File: src/rtl/muldiv_sequencer_pkg.sv
// Shared ALU opcode encodings used by the ALU, the ALU control unit and the
// multi-cycle multiply/divide sequencer.
package muldiv_sequencer_pkg;

    localparam logic [4:0] ALU_ADD    = 5'b00000;
    localparam logic [4:0] ALU_SUB    = 5'b00001;
    localparam logic [4:0] ALU_MUL    = 5'b01010;
    localparam logic [4:0] ALU_MULH   = 5'b01011;
    localparam logic [4:0] ALU_MULHSU = 5'b01100;
    localparam logic [4:0] ALU_MULHU  = 5'b01101;
    localparam logic [4:0] ALU_DIV    = 5'b01110;
    localparam logic [4:0] ALU_DIVU   = 5'b01111;
    localparam logic [4:0] ALU_REM    = 5'b10000;
    localparam logic [4:0] ALU_REMU   = 5'b10001;

    function automatic logic is_muldiv_op(input logic [4:0] op);
        return (op >= ALU_MUL) && (op <= ALU_REMU);
    endfunction

    function automatic logic is_div_op(input logic [4:0] op);
        return (op >= ALU_DIV) && (op <= ALU_REMU);
    endfunction

    function automatic logic is_rem_op(input logic [4:0] op);
        return (op == ALU_REM) || (op == ALU_REMU);
    endfunction

endpackage

File: src/rtl/muldiv_sequencer.sv
// Iterative radix-2 multiply/divide unit: one step per cycle over magnitudes,
// sign correction in FIX, one-cycle shortcut for divide-by-zero and overflow.
module muldiv_sequencer
    import muldiv_sequencer_pkg::*;
#(
    parameter int NB_DATA = 32
) (
    input  logic               i_clk,
    input  logic               i_rst_n,
    input  logic               i_start,
    input  logic [4:0]         i_alu_op,
    input  logic [NB_DATA-1:0] i_op_a,
    input  logic [NB_DATA-1:0] i_op_b,
    input  logic               i_flush,
    output logic               o_busy,
    output logic               o_stall,
    output logic               o_done,
    output logic [NB_DATA-1:0] o_result
);

    typedef enum logic [1:0] {
        ST_IDLE = 2'd0,
        ST_CALC = 2'd1,
        ST_FIX  = 2'd2,
        ST_DONE = 2'd3
    } state_t;

    localparam logic [5:0]         LAST_ITER = 6'(NB_DATA - 1);
    localparam logic [NB_DATA-1:0] ALL_ONES  = {NB_DATA{1'b1}};
    localparam logic [NB_DATA-1:0] ZERO      = {NB_DATA{1'b0}};
    localparam logic [NB_DATA-1:0] MIN_NEG   = {1'b1, {(NB_DATA-1){1'b0}}};

    state_t             state_r;
    logic [4:0]         op_r;
    logic [NB_DATA-1:0] hi_r, lo_r, b_r, result_r;
    logic               neg_r, busy_r, done_r;
    logic [5:0]         cnt_r;

    logic               idle_like_s, accept_s, a_signed_s, b_signed_s, a_neg_s, b_neg_s;
    logic               div_zero_s, ovf_s, special_s, neg_flag_s, take_s;
    logic [NB_DATA-1:0] a_mag_s, b_mag_s, special_res_s, fix_res_s;
    logic [NB_DATA-1:0] quo_fix_s, rem_fix_s;
    logic [NB_DATA:0]   mul_sum_s, div_shift_s, div_diff_s;
    logic [2*NB_DATA-1:0] prod_fix_s;

    // Acceptance decode: operand signedness, magnitudes and one-cycle special cases
    always_comb begin
        a_signed_s = 1'b0;
        b_signed_s = 1'b0;
        case (i_alu_op)
            ALU_MUL, ALU_MULH, ALU_DIV, ALU_REM: begin
                a_signed_s = 1'b1;
                b_signed_s = 1'b1;
            end
            ALU_MULHSU: a_signed_s = 1'b1;
            default: begin
                a_signed_s = 1'b0;
                b_signed_s = 1'b0;
            end
        endcase
        idle_like_s = (state_r == ST_IDLE) || (state_r == ST_DONE);
        accept_s    = idle_like_s && i_start && is_muldiv_op(i_alu_op);
        a_neg_s     = a_signed_s && i_op_a[NB_DATA-1];
        b_neg_s     = b_signed_s && i_op_b[NB_DATA-1];
        a_mag_s     = a_neg_s ? (ZERO - i_op_a) : i_op_a;
        b_mag_s     = b_neg_s ? (ZERO - i_op_b) : i_op_b;
        neg_flag_s  = is_rem_op(i_alu_op) ? a_neg_s : (a_neg_s ^ b_neg_s);
        div_zero_s  = is_div_op(i_alu_op) && (i_op_b == ZERO);
        ovf_s       = ((i_alu_op == ALU_DIV) || (i_alu_op == ALU_REM)) &&
                      (i_op_a == MIN_NEG) && (i_op_b == ALL_ONES);
        special_s   = div_zero_s || ovf_s;
        if (div_zero_s) begin
            special_res_s = is_rem_op(i_alu_op) ? i_op_a : ALL_ONES;
        end else if (ovf_s) begin
            special_res_s = is_rem_op(i_alu_op) ? ZERO : MIN_NEG;
        end else begin
            special_res_s = ZERO;
        end
    end

    // One radix-2 step: shift-add product in {hi,lo}, or restoring divide with remainder in hi
    always_comb begin
        mul_sum_s   = {1'b0, hi_r} + (lo_r[0] ? {1'b0, b_r} : {(NB_DATA+1){1'b0}});
        div_shift_s = {hi_r, lo_r[NB_DATA-1]};
        div_diff_s  = div_shift_s - {1'b0, b_r};
        take_s      = ~div_diff_s[NB_DATA];
    end

    // Sign correction and result selection used on the FIX -> DONE edge
    always_comb begin
        prod_fix_s = neg_r ? ({(2*NB_DATA){1'b0}} - {hi_r, lo_r}) : {hi_r, lo_r};
        quo_fix_s  = neg_r ? (ZERO - lo_r) : lo_r;
        rem_fix_s  = neg_r ? (ZERO - hi_r) : hi_r;
        case (op_r)
            ALU_MUL:                         fix_res_s = prod_fix_s[NB_DATA-1:0];
            ALU_MULH, ALU_MULHSU, ALU_MULHU: fix_res_s = prod_fix_s[2*NB_DATA-1:NB_DATA];
            ALU_DIV, ALU_DIVU:               fix_res_s = quo_fix_s;
            ALU_REM, ALU_REMU:               fix_res_s = rem_fix_s;
            default:                         fix_res_s = ZERO;
        endcase
    end

    // Sequencer FSM with datapath registers and registered outputs
    always_ff @(posedge i_clk or negedge i_rst_n) begin
        if (!i_rst_n) begin
            state_r  <= ST_IDLE;
            op_r     <= 5'd0;
            hi_r     <= ZERO;
            lo_r     <= ZERO;
            b_r      <= ZERO;
            neg_r    <= 1'b0;
            cnt_r    <= 6'd0;
            busy_r   <= 1'b0;
            done_r   <= 1'b0;
            result_r <= ZERO;
        end else if (i_flush) begin
            state_r <= ST_IDLE;
            busy_r  <= 1'b0;
            done_r  <= 1'b0;
            cnt_r   <= 6'd0;
        end else begin
            case (state_r)
                ST_IDLE, ST_DONE: begin
                    done_r <= 1'b0;
                    if (accept_s) begin
                        op_r  <= i_alu_op;
                        neg_r <= neg_flag_s;
                        cnt_r <= 6'd0;
                        hi_r  <= ZERO;
                        lo_r  <= a_mag_s;
                        b_r   <= b_mag_s;
                        if (special_s) begin
                            state_r  <= ST_DONE;
                            done_r   <= 1'b1;
                            result_r <= special_res_s;
                        end else begin
                            state_r <= ST_CALC;
                            busy_r  <= 1'b1;
                        end
                    end else begin
                        state_r <= ST_IDLE;
                    end
                end
                ST_CALC: begin
                    if (is_div_op(op_r)) begin
                        hi_r <= take_s ? div_diff_s[NB_DATA-1:0] : div_shift_s[NB_DATA-1:0];
                        lo_r <= {lo_r[NB_DATA-2:0], take_s};
                    end else begin
                        hi_r <= mul_sum_s[NB_DATA:1];
                        lo_r <= {mul_sum_s[0], lo_r[NB_DATA-1:1]};
                    end
                    cnt_r <= cnt_r + 6'd1;
                    if (cnt_r == LAST_ITER) begin
                        state_r <= ST_FIX;
                    end else begin
                        state_r <= ST_CALC;
                    end
                end
                ST_FIX: begin
                    state_r  <= ST_DONE;
                    busy_r   <= 1'b0;
                    done_r   <= 1'b1;
                    result_r <= fix_res_s;
                end
                default: begin
                    state_r <= ST_IDLE;
                    busy_r  <= 1'b0;
                    done_r  <= 1'b0;
                end
            endcase
        end
    end

    assign o_busy   = busy_r;
    assign o_done   = done_r;
    assign o_result = result_r;
    assign o_stall  = busy_r || accept_s;

endmodule

File: config.mk
export PLATFORM = sky130hd
export DESIGN_NAME = muldiv_sequencer
export DESIGN_NICKNAME = d
export VERILOG_FILES = /design/src/rtl/muldiv_sequencer_pkg.sv /design/src/rtl/muldiv_sequencer.sv
export SDC_FILE = /design/constraint.sdc
export NUM_CORES = 1
export LEC_CHECK = 0
export ABC_AREA = 1
export ABC_CLOCK_PERIOD_IN_PS = 5100
export CAP_MARGIN = 20
export CORE_MARGIN = 2
export CORE_UTILIZATION = 45
export DETAILED_ROUTE_END_ITERATION = 10
export SYNTH_ARGS = -nofsm -noshare
export SYNTH_HDL_FRONTEND = slang
export SYNTH_SLANG_ARGS = --single-unit
File: constraint.sdc
create_clock -name i_clk -period 5.1 [get_ports i_clk]
set_input_delay 0.51 -clock i_clk [delete_from_list [all_inputs] [get_ports i_clk]]
set_output_delay 0.51 -clock i_clk [all_outputs]
set_load 0.005 [all_outputs]
==> results of run 1 <==
## layout make-up
cell class | instances | area (sq um)
Tap cell | 525 | 656.9
Inverter | 469 | 1760
Timing Repair Buffer | 128 | 1230
Multi-Input combinational cell | 2504 | 12150
Fill cell | 4373 | 19630
Clock inverter | 15 | 182.7
Clock buffer | 17 | 425.4
Sequential cell | 144 | 3605
## cell usage after synthesis (all sizes together)
cell,n
nand3,358
o21ai,186
nor3b,1
o31ai,2
a31oi,25
ha,72
nand3b,17
or2,5
clkinv,1
buf,52
a22oi,7
o22ai,1
a21boi,17
nand4,58
and3,3
nor3,35
xor2,33
nand2,1078
fa,2
o21a,6
a21o,7
o211ai,8
nor4,5
nor2,370
xnor2,28
and2,3
o21bai,6
inv,468
clkbuf,44
dfrtp,144
a21oi,171
## flip-flops by register name, summed over array words and instances, names as in the netlist
name,count
b_r,32
o_done,1
state_r,2
lo_r,32
o_busy,1
cnt_r,6
o_result,32
neg_r,1
op_r,5
hi_r,32
## placed cells by master (no fill, tap or decap), types with 8 or more instances in the layout
cell                n
nand2_1          1071
a21boi_2           13
nor3_1             30
dfrtp_1           143
nand4_1            58
ha_1               72
xor2_1             33
a31oi_1            25
o21ai_0           170
clkbuf_16          17
nand3b_1           17
o211ai_1            8
nand3_1           353
nor2_1            358
a21oi_1           146
buf_4              21
o21ai_1            13
xnor2_1            28
clkdlybuf4s50_1   106
inv_1             464
a21oi_2            25
## logic make-up after synthesis
group / after synthesis
adders and majority gates: 74
AOI/OAI and AO/OA: 436
and+or+nand+nor: 1933
buffers and inverters: 565
xor gates and xnor gates: 61
DFF: 144
## power by group through the flow
stage | clock network (uW) | logic, uW | registers (uW)
2_1_floorplan | 0 | 2560 | 1630
3_3_place_gp | 0 | 3740 | 1820
3_5_place_dp | 0 | 3750 | 1830
4_1_cts | 1360 | 3770 | 1810
5_1_grt | 1400 | 4280 | 1860
6_report | 1350 | 3860 | 1830
## path summary, 6_finish.rpt
check / end / cells past startpoint
min: b_r[30] / 1
max in group asynchronous: o_result[1] / 2
min in group i_clk: o_result[13] / 2
max: o_result[12] / 14
min reg2reg: o_result[13] / 2
max reg2reg: o_result[12] / 14
## metrics by stage
step                      worst slack (ns)  instance area [sq um]
after global routing                 1.524                  20010
after CTS                            1.792                  20010
after global placement               1.557                  19400
after detailed placement             1.501                  19400
final                                1.601                  20010
after floorplan                      2.603                  17990
## metal layers
metal  track usage (%)  up-vias  share of wire, %
li1                  -    10380                 -
met1             55.01    10010                47
met2             53.56     1052                41
met3             7.510      104                10
met4             8.722        0               2.3
met5                 0        -                 0
==> flow_metrics.tcl, run 1 <==
set metrics [dict create \
    dp_hpwl_mm 61.51 \
    p_sw_share_pct 52.37 \
    critical_path.max_fanout 20 \
    worstSkewPairLatency_ns 0.47 \
    cts_resized 0 \
    hold_class "primary input to async pin" \
    power.switching_uw 3687 \
    avgRoutedWirePerCell_um 20.11 \
    synth-seq-cells 144 \
    endpoint_kind "flop" \
    synth_top_family_by_area "simple AND/OR/NAND/NOR gates" \
    seq_power_share_pct 26.0 \
    clkSinkCount 144 \
    powerDensity_nw_per_um2 351.9 \
    finClkSkew_ns 0.01265 \
    drt-initial-drc-count 2319 \
    cp.arrival_ns 3.85 \
    worst-setup-path-type "flop to flop" \
    syn_inst 3213 \
    synth-compound-area-share_pct 13.88 \
    rows 73 \
    final_util_pct 50.47 \
    avgSynthCellArea_sq_um 5.599 \
    drv_cap 0 \
    synthMuxAreaShare_pct 0 \
    final_cells 3802 \
    reg2reg_from "lo_r[0]" \
    setup_violations 0 \
    path_buf_inv 2 \
    portBuffers 107 \
    pwr-share-comb_pct 54.8 \
    yosysTopAreaCell "nand2_1" \
    core_sq_um 39640 \
    syn_nets 3360 \
    clockBufferDepth 2 \
    max-vdd-ir-drop_mv 0.2198 \
    die_h_um 204.0 \
    ios 108 \
    hold_viol 0 \
    synth_warnings 0 \
    n_antenna_cell 0 \
    first_global_vias 19670 \
    die_w_um 204.0 \
    die_area_sq_um 41600 \
    cts_root_buf "clkbuf_16" \
    intPower_uw 3353 \
    viasPerCell 5.667 \
    tightest_slew_ns 1.093 \
    globalRouteTotalUtil_pct 36.75 \
    fin_nets 3411 \
    seq_area_frac_synth_pct 20.03 \
    layout-drive-gt1-share_pct 4.120 \
    area_growth_pct 11.21 \
    dp_cells 3770 \
    synth_cell_types 50 \
    final.period_utilization_pct 68.60 \
    cp.required_ns 5.45 \
    overflow 0 \
    drc 0 \
    period_minus_slack_ns 3.499 \
    first_pass_iters 5 \
    ant_nets 0 \
    tritoncts.num_buffers 17 \
    h-tree-depth 4 \
    pwr-share-clk_pct 19.1 \
    leakage_uw 0.01045 \
    syn_area_sq_um 17990 \
    num_vias 21550 \
    drt-total-wl_mm 76.47 \
    whs_ns 0.1154 \
    max_freq_mhz 285.8 \
    cts_tree "built" \
    crit_path_cell_trace "buf_4 > inv_2 > ha_1 > nand2_1 > nor2_1 > nand2_1 > nor2_4 > nand4_1 > nand2_1 > nand3_1 > nand3_1 > nand3b_1 > nand2_1 > nand2_1" \
    synthAdderAreaFrac_pct 5.230 \
    path_clk_slew_ns 0.08 \
    relSlewSlack_pct 27.11 \
    grt_max_degree 100 \
    tns_ns 0 \
    slew_viol_final 0 \
    crit_family "simple AND/OR/NAND/NOR gates" \
    r2r_slack_ns 1.60 \
    synth_top_area_share_pct 22.37 \
    cp-start-kind "flop" \
    slowest_delay_ns 0.69 \
    crit_start "lo_r[0]" \
    power_uw 7040 \
    path_common_cell "nand2_1" \
    synth_xor_xnor_area_share_pct 2.970 \
    synthSimpleGateAreaFrac_pct 45.34 \
    grt_pass1_wl_mm 116.6 \
    grt_setup_unrepaired "false" \
    synthTopCellsByArea "nand2_1 22%, dfrtp_1 20%, nand3_1 9.8%" \
    cts_setup_buffers 0 \
    outcome "complete, no violations" \
    routabilityCongestion 0.9903 \
    crit_slowest_cell "dfrtp_1" \
    ctsHoldBuffers 0 \
    antenna_found_initial 0 \
    initial_core_util_pct 45.39 \
]
Power figures use the tool's default switching activity.
==> inputs of run 2 (changes only) <==
--- a/config.mk
+++ b/config.mk
@@ -6,11 +6,12 @@
 export NUM_CORES = 1
 export LEC_CHECK = 0
 export ABC_AREA = 1
-export ABC_CLOCK_PERIOD_IN_PS = 5100
+export ABC_CLOCK_PERIOD_IN_PS = 2820
 export CAP_MARGIN = 20
 export CORE_MARGIN = 2
 export CORE_UTILIZATION = 45
 export DETAILED_ROUTE_END_ITERATION = 10
+export PLACE_DENSITY = 0.66
 export SYNTH_ARGS = -nofsm -noshare
 export SYNTH_HDL_FRONTEND = slang
 export SYNTH_SLANG_ARGS = --single-unit
==> constraint.sdc (replaced) <==
create_clock -name i_clk -period 2.82 [get_ports i_clk]
set_input_delay 0.282 -clock i_clk [delete_from_list [all_inputs] [get_ports i_clk]]
set_output_delay 0.282 -clock i_clk [all_outputs]
set_load 0.005 [all_outputs]
==> run 2 against run 1 <==
  * Non-clock buffer count grew 143
  * Count of clock-buffer cells in the layout grew 4
  * Clock skew shrank 0.0023 ns
  * Worst setup slack lost 1.4 ns
  * Wire length grew 5.3%
  * Sequential share of layout area shrank 1.1 points
  * Total power grew 91%
  * Critical path depth shrank 1
  * Final cell count grew 3.8%
  * Register-to-register slack lost 1.4 ns
  * Core utilization grew 3.2 points
  * Fmax grew 33%
  * Critical path type unchanged
==> flow_metrics.tcl, run 2 (synthesized netlist as in run 1, its figures left out) <==
set metrics [dict create \
    leakage_uw 0.01123 \
    endpoint_kind "flop" \
    slew_viol_final 0 \
    antenna_found_initial 1 \
    portBuffers 107 \
    die_area_sq_um 41600 \
    drc 0 \
    grt_setup_unrepaired "false" \
    routabilityCongestion 1.044 \
    tritoncts.num_buffers 17 \
    first_pass_iters 10 \
    dp_cells 3910 \
    ant_nets 0 \
    final_cell_mix "1068 x nand2_1, 464 x inv_1, 357 x nor2_1, 353 x nand3_1, 168 x o21ai_0" \
    grt_pass1_wl_mm 121.4 \
    outcome "complete, no violations" \
    overflow 0 \
    h-tree-depth 4 \
    avgRoutedWirePerCell_um 20.42 \
    viasPerCell 5.637 \
    worst_slack_ns 0.1826 \
    pwr-share-comb_pct 58.4 \
    relSlewSlack_pct 51.27 \
    final_cells 3945 \
    cp-start-kind "flop" \
    reg2reg_from "lo_r[0]" \
    drt-initial-drc-count 2691 \
    intPower_uw 6709 \
    dp_hpwl_mm 66.11 \
    pwr-share-clk_pct 18.0 \
    final.period_utilization_pct 93.53 \
    cp.arrival_ns 3.01 \
    grt_max_degree 79 \
    place_worst_setup_slack_ns 0.04994 \
    die_h_um 204.0 \
    die_w_um 204.0 \
    initial_core_util_pct 45.39 \
    hold_class "primary input to async pin" \
    crit_start "lo_r[0]" \
    rows 73 \
    clockBufferDepth 2 \
    seq_power_share_pct 23.7 \
    crit_end "o_result[14]" \
    max-vdd-ir-drop_mv 0.5373 \
    drt-total-wl_mm 80.56 \
    fin_nets 3554 \
    clkSinkCount 144 \
    first_global_vias 20630 \
    critical_path.max_fanout 8 \
    setup_violations 0 \
    cp.required_ns 3.19 \
    layout-drive-gt1-share_pct 8.365 \
    drv_cap 0 \
    r2r-end "o_result[14]" \
    worstSkewPairLatency_ns 0.49 \
    powerDensity_nw_per_um2 630.6 \
    power.switching_uw 6721 \
    cts_root_buf "clkbuf_16" \
    worst-setup-path-type "flop to flop" \
    tightest_slew_ns 0.7309 \
    final_common_cell "nand2_1" \
    tns_ns 0 \
    area_growth_pct 18.37 \
    num_vias 22240 \
    cts_tree "built" \
    max_freq_mhz 379.2 \
    cts_setup_buffers 0 \
    core_sq_um 39640 \
    p_sw_share_pct 50.04 \
    path_clk_slew_ns 0.07 \
    r2r_cells 13 \
    ios 108 \
    r2r_slack_ns 0.18 \
    globalRouteTotalUtil_pct 38.70 \
    finClkSkew_ns 0.01034 \
    hold_viol 0 \
    period_minus_slack_ns 2.637 \
]
==> run 2: cell count changes in the layout (fill, tap and decap cells not counted), sizes merged <==
cell,change
bufinv,+2
dlygate4sd3,+1
buf,+140
diode,+1
inv,-5
clkbuf,+6
clkinv,-3
clkinvlp,+1
==> run 2: layer usage <==
layer | GRT usage (%) | vias up | share of wire, %
met5 | 0 | - | 0
met4 | 13.07 | 0 | 3.1
met3 | 9.104 | 142 | 11
met2 | 56.43 | 1153 | 41
met1 | 55.70 | 10280 | 45
li1 | - | 10660 | -
==> run 2: metrics by stage <==
step                util, %  area (sq um)  hold WS, ns  power [uW]
finish                53.72         21300       0.3545       13430
global route          53.72         21290       0.4111       14310
CTS                   53.49         21200       0.3682       13140
detailed placement    51.94         20590       0.3145       10680
global placement      51.94         20590       0.3088       10620
floorplan                 -         17990     -0.01359        7584
==> run 2: layout make-up <==
cell class | count | area [sq um]
well taps | 525 | 656.9
multi-input cells | 2504 | 12190
flip-flops and latches | 144 | 3607
inverters | 469 | 1760
clock inverters | 10 | 123.9
repair buffers | 271 | 2479
clock buffers | 21 | 480.5
fillers | 4224 | 18350
diodes | 1 | 2.502
==> run 2: critical path, cell delays in order, from the launching register on <==
cell	delay, ns
dfrtp_2	0.46
inv_2	0.10
ha_1	0.17
nand2_1	0.06
nor2_1	0.10
nand2_1	0.15
nor2_4	0.24
nand2_1	0.16
o21ai_4	0.24
nand3_1	0.10
nand3_1	0.09
nand4_1	0.37
nand3_1	0.20
nand2_1	0.06
==> run 2: worst min-delay path by stage <==
stage | start | end | slack (ns)
after floorplan | i_rst_n | b_r[0] | -0.01
after global placement | i_rst_n | hi_r[21] | 0.31
after detailed placement | i_rst_n | hi_r[21] | 0.31
after CTS | i_rst_n | hi_r[21] | 0.37
after global routing | i_rst_n | hi_r[21] | 0.41
final | i_rst_n | hi_r[21] | 0.35
==> run 2: what timing repair did <==
action / CTS / global route
hold buffers: 1 / 0
resized for setup: 0 / 14
endpoints found under the setup margin: 0 / 36
hold endpoints to repair: 63 / 0
==> run 2: power by group through the flow <==
stage	Clock, uW	Sequential [uW]	Combinational (uW)
2_1_floorplan	0	2950	4630
3_3_place_gp	0	3150	7460
3_5_place_dp	0	3160	7520
4_1_cts	2440	3140	7550
5_1_grt	2530	3210	8570
6_report	2410	3180	7840
